==> src/rtl/attn_pkg.sv <==
`default_nettype none
// +----------------------------------------------------------------------+
// | attn_pkg : instruction-word layout and sequencer state encoding      |
// | Rev 1.0                                                              |
// +----------------------------------------------------------------------+
package attn_pkg;

    localparam int INST_W         = 17;
    localparam int ADDR_W         = 4;

    localparam int INST_OFIFO_RD  = 16;
    localparam int INST_QKADD_LSB = 12;
    localparam int INST_PADD_LSB  = 8;
    localparam int INST_EXECUTE   = 7;
    localparam int INST_LOAD      = 6;
    localparam int INST_QMEM_RD   = 5;
    localparam int INST_QMEM_WR   = 4;
    localparam int INST_KMEM_RD   = 3;
    localparam int INST_KMEM_WR   = 2;
    localparam int INST_PMEM_RD   = 1;
    localparam int INST_PMEM_WR   = 0;

    typedef enum logic [3:0] {
        IDLE    = 4'd0,
        QWR     = 4'd1,
        KWR     = 4'd2,
        GAP     = 4'd3,
        LOAD    = 4'd4,
        LTAIL   = 4'd5,
        SETTLE1 = 4'd6,
        EXEC    = 4'd7,
        SETTLE2 = 4'd8,
        DRAIN   = 4'd9,
        PRD     = 4'd10,
        DONE    = 4'd11
    } state_t;

    function automatic int max2(input int a, input int b);
        return (a > b) ? a : b;
    endfunction

endpackage
`default_nettype wire

==> src/rtl/inst_pack.sv <==
`default_nettype none
// +----------------------------------------------------------------------+
// | inst_pack : assembles individual control fields into the inst word   |
// | Rev 1.0                                                              |
// +----------------------------------------------------------------------+
module inst_pack
    import attn_pkg::*;
(
    input  logic              i_ofifo_rd,
    input  logic [ADDR_W-1:0] i_qkmem_add,
    input  logic [ADDR_W-1:0] i_pmem_add,
    input  logic              i_execute,
    input  logic              i_load,
    input  logic              i_qmem_rd,
    input  logic              i_qmem_wr,
    input  logic              i_kmem_rd,
    input  logic              i_kmem_wr,
    input  logic              i_pmem_rd,
    input  logic              i_pmem_wr,
    output logic [INST_W-1:0] o_inst
);

    always_comb begin
        o_inst                            = '0;
        o_inst[INST_OFIFO_RD]             = i_ofifo_rd;
        o_inst[INST_QKADD_LSB +: ADDR_W]  = i_qkmem_add;
        o_inst[INST_PADD_LSB +: ADDR_W]   = i_pmem_add;
        o_inst[INST_EXECUTE]              = i_execute;
        o_inst[INST_LOAD]                 = i_load;
        o_inst[INST_QMEM_RD]              = i_qmem_rd;
        o_inst[INST_QMEM_WR]              = i_qmem_wr;
        o_inst[INST_KMEM_RD]              = i_kmem_rd;
        o_inst[INST_KMEM_WR]              = i_kmem_wr;
        o_inst[INST_PMEM_RD]              = i_pmem_rd;
        o_inst[INST_PMEM_WR]              = i_pmem_wr;
    end

endmodule
`default_nettype wire

==> src/rtl/attn_inst_sequencer.sv <==
`default_nettype none
// +----------------------------------------------------------------------+
// | attn_inst_sequencer : autonomous inst/mem_in schedule for fullchip   |
// | Rev 1.0                                                              |
// +----------------------------------------------------------------------+
module attn_inst_sequencer
    import attn_pkg::*;
#(
    parameter int bw            = 8,
    parameter int pr            = 8,
    parameter int col           = 8,
    parameter int total_cycle   = 8,
    parameter int gap_cycles    = 2,
    parameter int settle_cycles = 10
)(
    input  logic              clk,
    input  logic              reset,
    input  logic              start,
    input  logic [pr*bw-1:0]  in_data,
    input  logic              in_valid,
    output logic              in_ready,
    output logic [pr*bw-1:0]  mem_in,
    output logic [INST_W-1:0] inst,
    output logic              busy,
    output logic              done,
    output logic [3:0]        phase
);

    // Counter must also reach the idle-phase terminal counts.
    localparam int c_CNT_MAX = max2(max2(col, total_cycle) + 3, max2(settle_cycles, gap_cycles));
    localparam int c_CNT_W   = $clog2(c_CNT_MAX);

    state_t               r_state;
    logic [c_CNT_W-1:0]   r_cnt;
    logic [INST_W-1:0]    r_inst;
    logic [pr*bw-1:0]     r_mem_in;
    logic                 r_busy;
    logic                 r_done;

    logic                 w_accept;
    logic                 w_adv;
    logic                 w_last;
    logic [c_CNT_W-1:0]   w_limit;
    state_t               w_next;
    state_t               w_state_nxt;
    logic [INST_W-1:0]    w_inst;

    logic                 w_ofifo_rd, w_execute, w_load, w_qmem_rd, w_qmem_wr;
    logic                 w_kmem_rd, w_kmem_wr, w_pmem_rd, w_pmem_wr;
    logic [ADDR_W-1:0]    w_qkmem_add, w_pmem_add;

    assign in_ready = (r_state == QWR) || (r_state == KWR);
    assign w_accept = in_valid && in_ready;

    // w_limit is the terminal count of the current phase; w_adv gates counting.
    always_comb begin
        w_adv   = 1'b1;
        w_limit = '0;
        w_next  = IDLE;
        case (r_state)
            IDLE:    begin w_adv = start;    w_next = QWR; end
            QWR:     begin w_adv = w_accept; w_limit = c_CNT_W'(total_cycle - 1);   w_next = KWR;     end
            KWR:     begin w_adv = w_accept; w_limit = c_CNT_W'(col - 1);           w_next = GAP;     end
            GAP:     begin w_limit = c_CNT_W'(gap_cycles - 1);    w_next = LOAD;    end
            LOAD:    begin w_limit = c_CNT_W'(col + 1);           w_next = LTAIL;   end
            LTAIL:   begin w_limit = c_CNT_W'(1);                 w_next = SETTLE1; end
            SETTLE1: begin w_limit = c_CNT_W'(settle_cycles - 1); w_next = EXEC;    end
            EXEC:    begin w_limit = c_CNT_W'(total_cycle);       w_next = SETTLE2; end
            SETTLE2: begin w_limit = c_CNT_W'(settle_cycles - 1); w_next = DRAIN;   end
            DRAIN:   begin w_limit = c_CNT_W'(total_cycle - 1);   w_next = PRD;     end
            PRD:     begin w_limit = c_CNT_W'(total_cycle);       w_next = DONE;    end
            DONE:    begin w_next = IDLE; end
            default: begin w_next = IDLE; end
        endcase
        w_last      = (r_cnt == w_limit);
        w_state_nxt = (w_adv && w_last) ? w_next : r_state;
    end

    always_comb begin
        w_ofifo_rd  = 1'b0;
        w_execute   = 1'b0;
        w_load      = 1'b0;
        w_qmem_rd   = 1'b0;
        w_qmem_wr   = 1'b0;
        w_kmem_rd   = 1'b0;
        w_kmem_wr   = 1'b0;
        w_pmem_rd   = 1'b0;
        w_pmem_wr   = 1'b0;
        w_qkmem_add = '0;
        w_pmem_add  = '0;
        case (r_state)
            QWR: if (w_accept) begin
                w_qmem_wr   = 1'b1;
                w_qkmem_add = ADDR_W'(r_cnt);
            end
            KWR: if (w_accept) begin
                w_kmem_wr   = 1'b1;
                w_qkmem_add = ADDR_W'(r_cnt);
            end
            // K read lags the load strobe by one cycle to match SRAM latency.
            LOAD: begin
                w_load      = 1'b1;
                w_kmem_rd   = (r_cnt != '0);
                w_qkmem_add = (r_cnt <= c_CNT_W'(1)) ? '0 : ADDR_W'(r_cnt - c_CNT_W'(1));
            end
            LTAIL: w_load = (r_cnt == '0);
            EXEC: begin
                w_execute   = 1'b1;
                w_qmem_rd   = 1'b1;
                w_qkmem_add = ADDR_W'(r_cnt);
            end
            DRAIN: begin
                w_ofifo_rd  = 1'b1;
                w_pmem_wr   = 1'b1;
                w_pmem_add  = ADDR_W'(r_cnt);
            end
            PRD: begin
                w_pmem_rd   = 1'b1;
                w_pmem_add  = (r_cnt > c_CNT_W'(total_cycle)) ? ADDR_W'(total_cycle) : ADDR_W'(r_cnt);
            end
            default: ;
        endcase
    end

    inst_pack u_inst_pack (
        .i_ofifo_rd  (w_ofifo_rd),
        .i_qkmem_add (w_qkmem_add),
        .i_pmem_add  (w_pmem_add),
        .i_execute   (w_execute),
        .i_load      (w_load),
        .i_qmem_rd   (w_qmem_rd),
        .i_qmem_wr   (w_qmem_wr),
        .i_kmem_rd   (w_kmem_rd),
        .i_kmem_wr   (w_kmem_wr),
        .i_pmem_rd   (w_pmem_rd),
        .i_pmem_wr   (w_pmem_wr),
        .o_inst      (w_inst)
    );

    always_ff @(posedge clk or negedge reset) begin
        if (!reset) begin
            r_state  <= IDLE;
            r_cnt    <= '0;
            r_inst   <= '0;
            r_mem_in <= '0;
            r_busy   <= 1'b0;
            r_done   <= 1'b0;
        end else begin
            if (w_adv) begin
                if (w_last) begin
                    r_state <= w_next;
                    r_cnt   <= '0;
                end else begin
                    r_cnt   <= r_cnt + c_CNT_W'(1);
                end
            end
            r_inst <= w_inst;
            if (w_accept) begin
                r_mem_in <= in_data;
            end
            r_busy <= (w_state_nxt != IDLE);
            r_done <= (w_state_nxt == DONE);
        end
    end

    assign inst   = r_inst;
    assign mem_in = r_mem_in;
    assign busy   = r_busy;
    assign done   = r_done;
    assign phase  = r_state;

endmodule
`default_nettype wire

==> config.mk <==
export PLATFORM = sky130hd
export DESIGN_NAME = attn_inst_sequencer
export DESIGN_NICKNAME = d
export VERILOG_FILES = /design/src/rtl/attn_pkg.sv /design/src/rtl/inst_pack.sv /design/src/rtl/attn_inst_sequencer.sv
export SDC_FILE = /design/constraint.sdc
export NUM_CORES = 1
export LEC_CHECK = 0
export BUFFER_PORTS_ARGS = -buffer_cell sky130_fd_sc_hd__buf_2
export CAP_MARGIN = 20
export CORE_ASPECT_RATIO = 1.4
export CORE_MARGIN = 4
export CORE_UTILIZATION = 30
export DETAILED_ROUTE_END_ITERATION = 16
export PLACE_DENSITY = 0.62
export SLEW_MARGIN = 0
export SYNTH_ARGS = -nofsm -noshare
export SYNTH_HDL_FRONTEND = slang
export SYNTH_HIERARCHICAL = 1
export SYNTH_SLANG_ARGS = --single-unit
==> constraint.sdc <==
create_clock -name clk -period 2.7 [get_ports clk]
set_clock_uncertainty 0.15 [all_clocks]
set_input_delay 0.54 -clock clk [delete_from_list [all_inputs] [get_ports clk]]
set_output_delay 0.54 -clock clk [all_outputs]
set_load 0.02 [all_outputs]
==> impl_metrics.toml <==
[critical_path]
crit_start = "phase[1]"
start_kind = "register"
r2r-start = "phase[1]"
critPathKind = "register to output pin"
rr_worst_depth = 7
crit_required_ns = 2.01
r2r_end = "phase[1]"
r2r_setup_slack_ns = 0.33
cp.arrival_ns = 1.71
crit_fanout = 10
worstSetupEndpointType = "output pin"

[outcome]
outcome = "finished clean"

[global_route]
grt_start_max_net_pins = 57
grt_pass1_wl_microns = 14700
grt_pass1_vias = 2872
met3_usage = 0.0350
busiest_layer = "met2"
grt_use_total = 0.124
overflow = 0
antenna_found_initial = 0
gr-usage-met2 = 0.229
grt_use_met1 = 0.133

[synthesis]
async_reset_ff_frac = 1.00
syn_avg_cell_area_sq_um = 12.9
syn_nets = 370
ys_types = 36
synth-edff-count = 0
synthCells = 299
ys_seq_elements = 91
synth_ff_type = "dfrtp_1"
yosysSeqAreaShare = 0.591
synthesis.area_sq_um = 3850
synth-warning-count = 6

[timing]
finalSetupViolations = 0
rsz0062_at_grt = "false"
hold_slack_ns = 0.106
tightest_slew_ns = 0.719
min_period_over_period = 0.889
timing.slew.headroom = 0.521
fin_setup_tns_ns = 0
drv_slew = 0
max_freq_mhz = 417
hold_violations = 0
final.min_clock_period_ns = 2.40

[floorplan]
core_area_sq_um = 12400
initial_core_util = 0.310
die_h_microns = 142
io_pins = 156
die_area_sq_um = 14700
rows = 48
die_w_microns = 104

[place]
placed_cell_area_sq_um = 4720
place.gp.congestion = 0.858
port_buffers = 155
dp_hpwl_microns = 7090

[clocking]
clkSinkCount = 91
cts_htree_levels = 3
cts_resized = 0
cts_buffer_depth = 2
clockRootBuffer = "clkbuf_16"
cts_buffers = 9
cts_tree = "done"
clkTransAtPathRegs_ns = 0.06
cts_setup_buffers = 0
clock_latency_ns = 0.32
holdBufCountCts = 0

[flow_run]
drv_cap = 0

[power_and_ir_drop]
ir_worst_vdd_v = 0.000369
p_leak_uw = 0.00254
powerDensity_nw_per_um2 = 1270

[routing]
dr.pass1.iters = 4
drc = 0
wirelength_microns = 9070
drtIter0Drc = 140
ant_nets = 0
routedWlPerCell_microns = 15.2
vias = 2751
vias_per_cell = 4.62

[layout]
n_antenna_cell = 0
final_common_cell = "buf_2"
syn_to_final_growth_pct = 31.1
nNetsFinal = 511
final_core_util = 0.406
drive_gt1_frac = 0.560
final_area_sq_um = 5050
layout_common_cells = "buf_2 (154), dfrtp_1 (91), mux2_2 (66)"

[min_path]
hp-class = "input port to asynchronous set/reset pin"
==> cell families after synthesis <==
logic type               share of synthesized area
AO/OA/AOI/OAI                               0.0516
XOR/XNOR                                   0.00682
adder cells (fa/ha/maj)                    0.00974
buffers and inverters                       0.0594
flip-flops                                   0.591
multiplexers                                 0.198
AND/OR/NAND/NOR                             0.0834
==> layout make-up <==
cell class	instances	area, sq um
flip-flops and latches	91	2280
repair buffers	165	891
clock buffers	12	256
fillers	1213	7380
inverters	4	15.0
well taps	150	188
clock inverters	4	72.6
multi-input cells	169	1350
==> Yosys cell counts (all sizes together) (3+ instances only) <==
cell    number  area, sq um
a21oi        9         45.0
clkbuf      13         48.8
mux2        66          743
nor3         6         30.0
ha           3         37.5
nor2        12         45.0
nor4         3         18.8
nand2b       7         43.8
and3         4         25.0
dfrtp       91         2280
xnor2        3         26.3
nand2       17         63.8
buf         22          165
inv          4         15.0
a21o         3         22.5
nor2b        3         18.8
o21ai       11         55.1
==> sequential cells by signal, indices dropped and copies added, names as in the netlist <==
register	cells
mem_in	64
busy	1
done	1
r_cnt	4
inst	17
phase	4
==> layer usage <==
layer  routed length, microns  vias to the layer above
met5                        0                        -
met4                      208                        0
met3                      536                       14
met2                     4960                       97
met1                     3360                     1339
li1                         -                     1301
==> power by group <==
| part | switching [uW] | internal (uW) | total [uW] | leakage [uW] |
|---|---|---|---|---|
| combinational | 1630 | 1150 | 2780 | 0.00126 |
| clock | 476 | 860 | 1340 | 0.000159 |
| sequential | 339 | 1950 | 2290 | 0.00112 |
==> worst max-delay path by stage <==
stage,to,cells after the start
2_1_floorplan,phase[1],8
5_1_grt,phase[0],7
3_3_place_gp,phase[1],7
6_report,in_ready,4
4_1_cts,in_ready,4
3_5_place_dp,phase[0],7
==> critical path, stage by stage (launching register included) <==
cell     delay, ns
dfrtp_1       0.48
or2b_1        0.38
nand2_1       0.16
and2_1        0.18
buf_2         0.17
==> through the flow <==
step | std cells | setup slack, ns | total power (uW)
floorplan | 299 | 0.293 | 4250
CTS | 595 | 0.282 | 6510
global placement | 579 | 0.477 | 5040
finish | 595 | 0.300 | 6410
detailed placement | 579 | 0.360 | 5130
global route | 595 | 0.174 | 6820
Power figures use the tool's default switching activity.
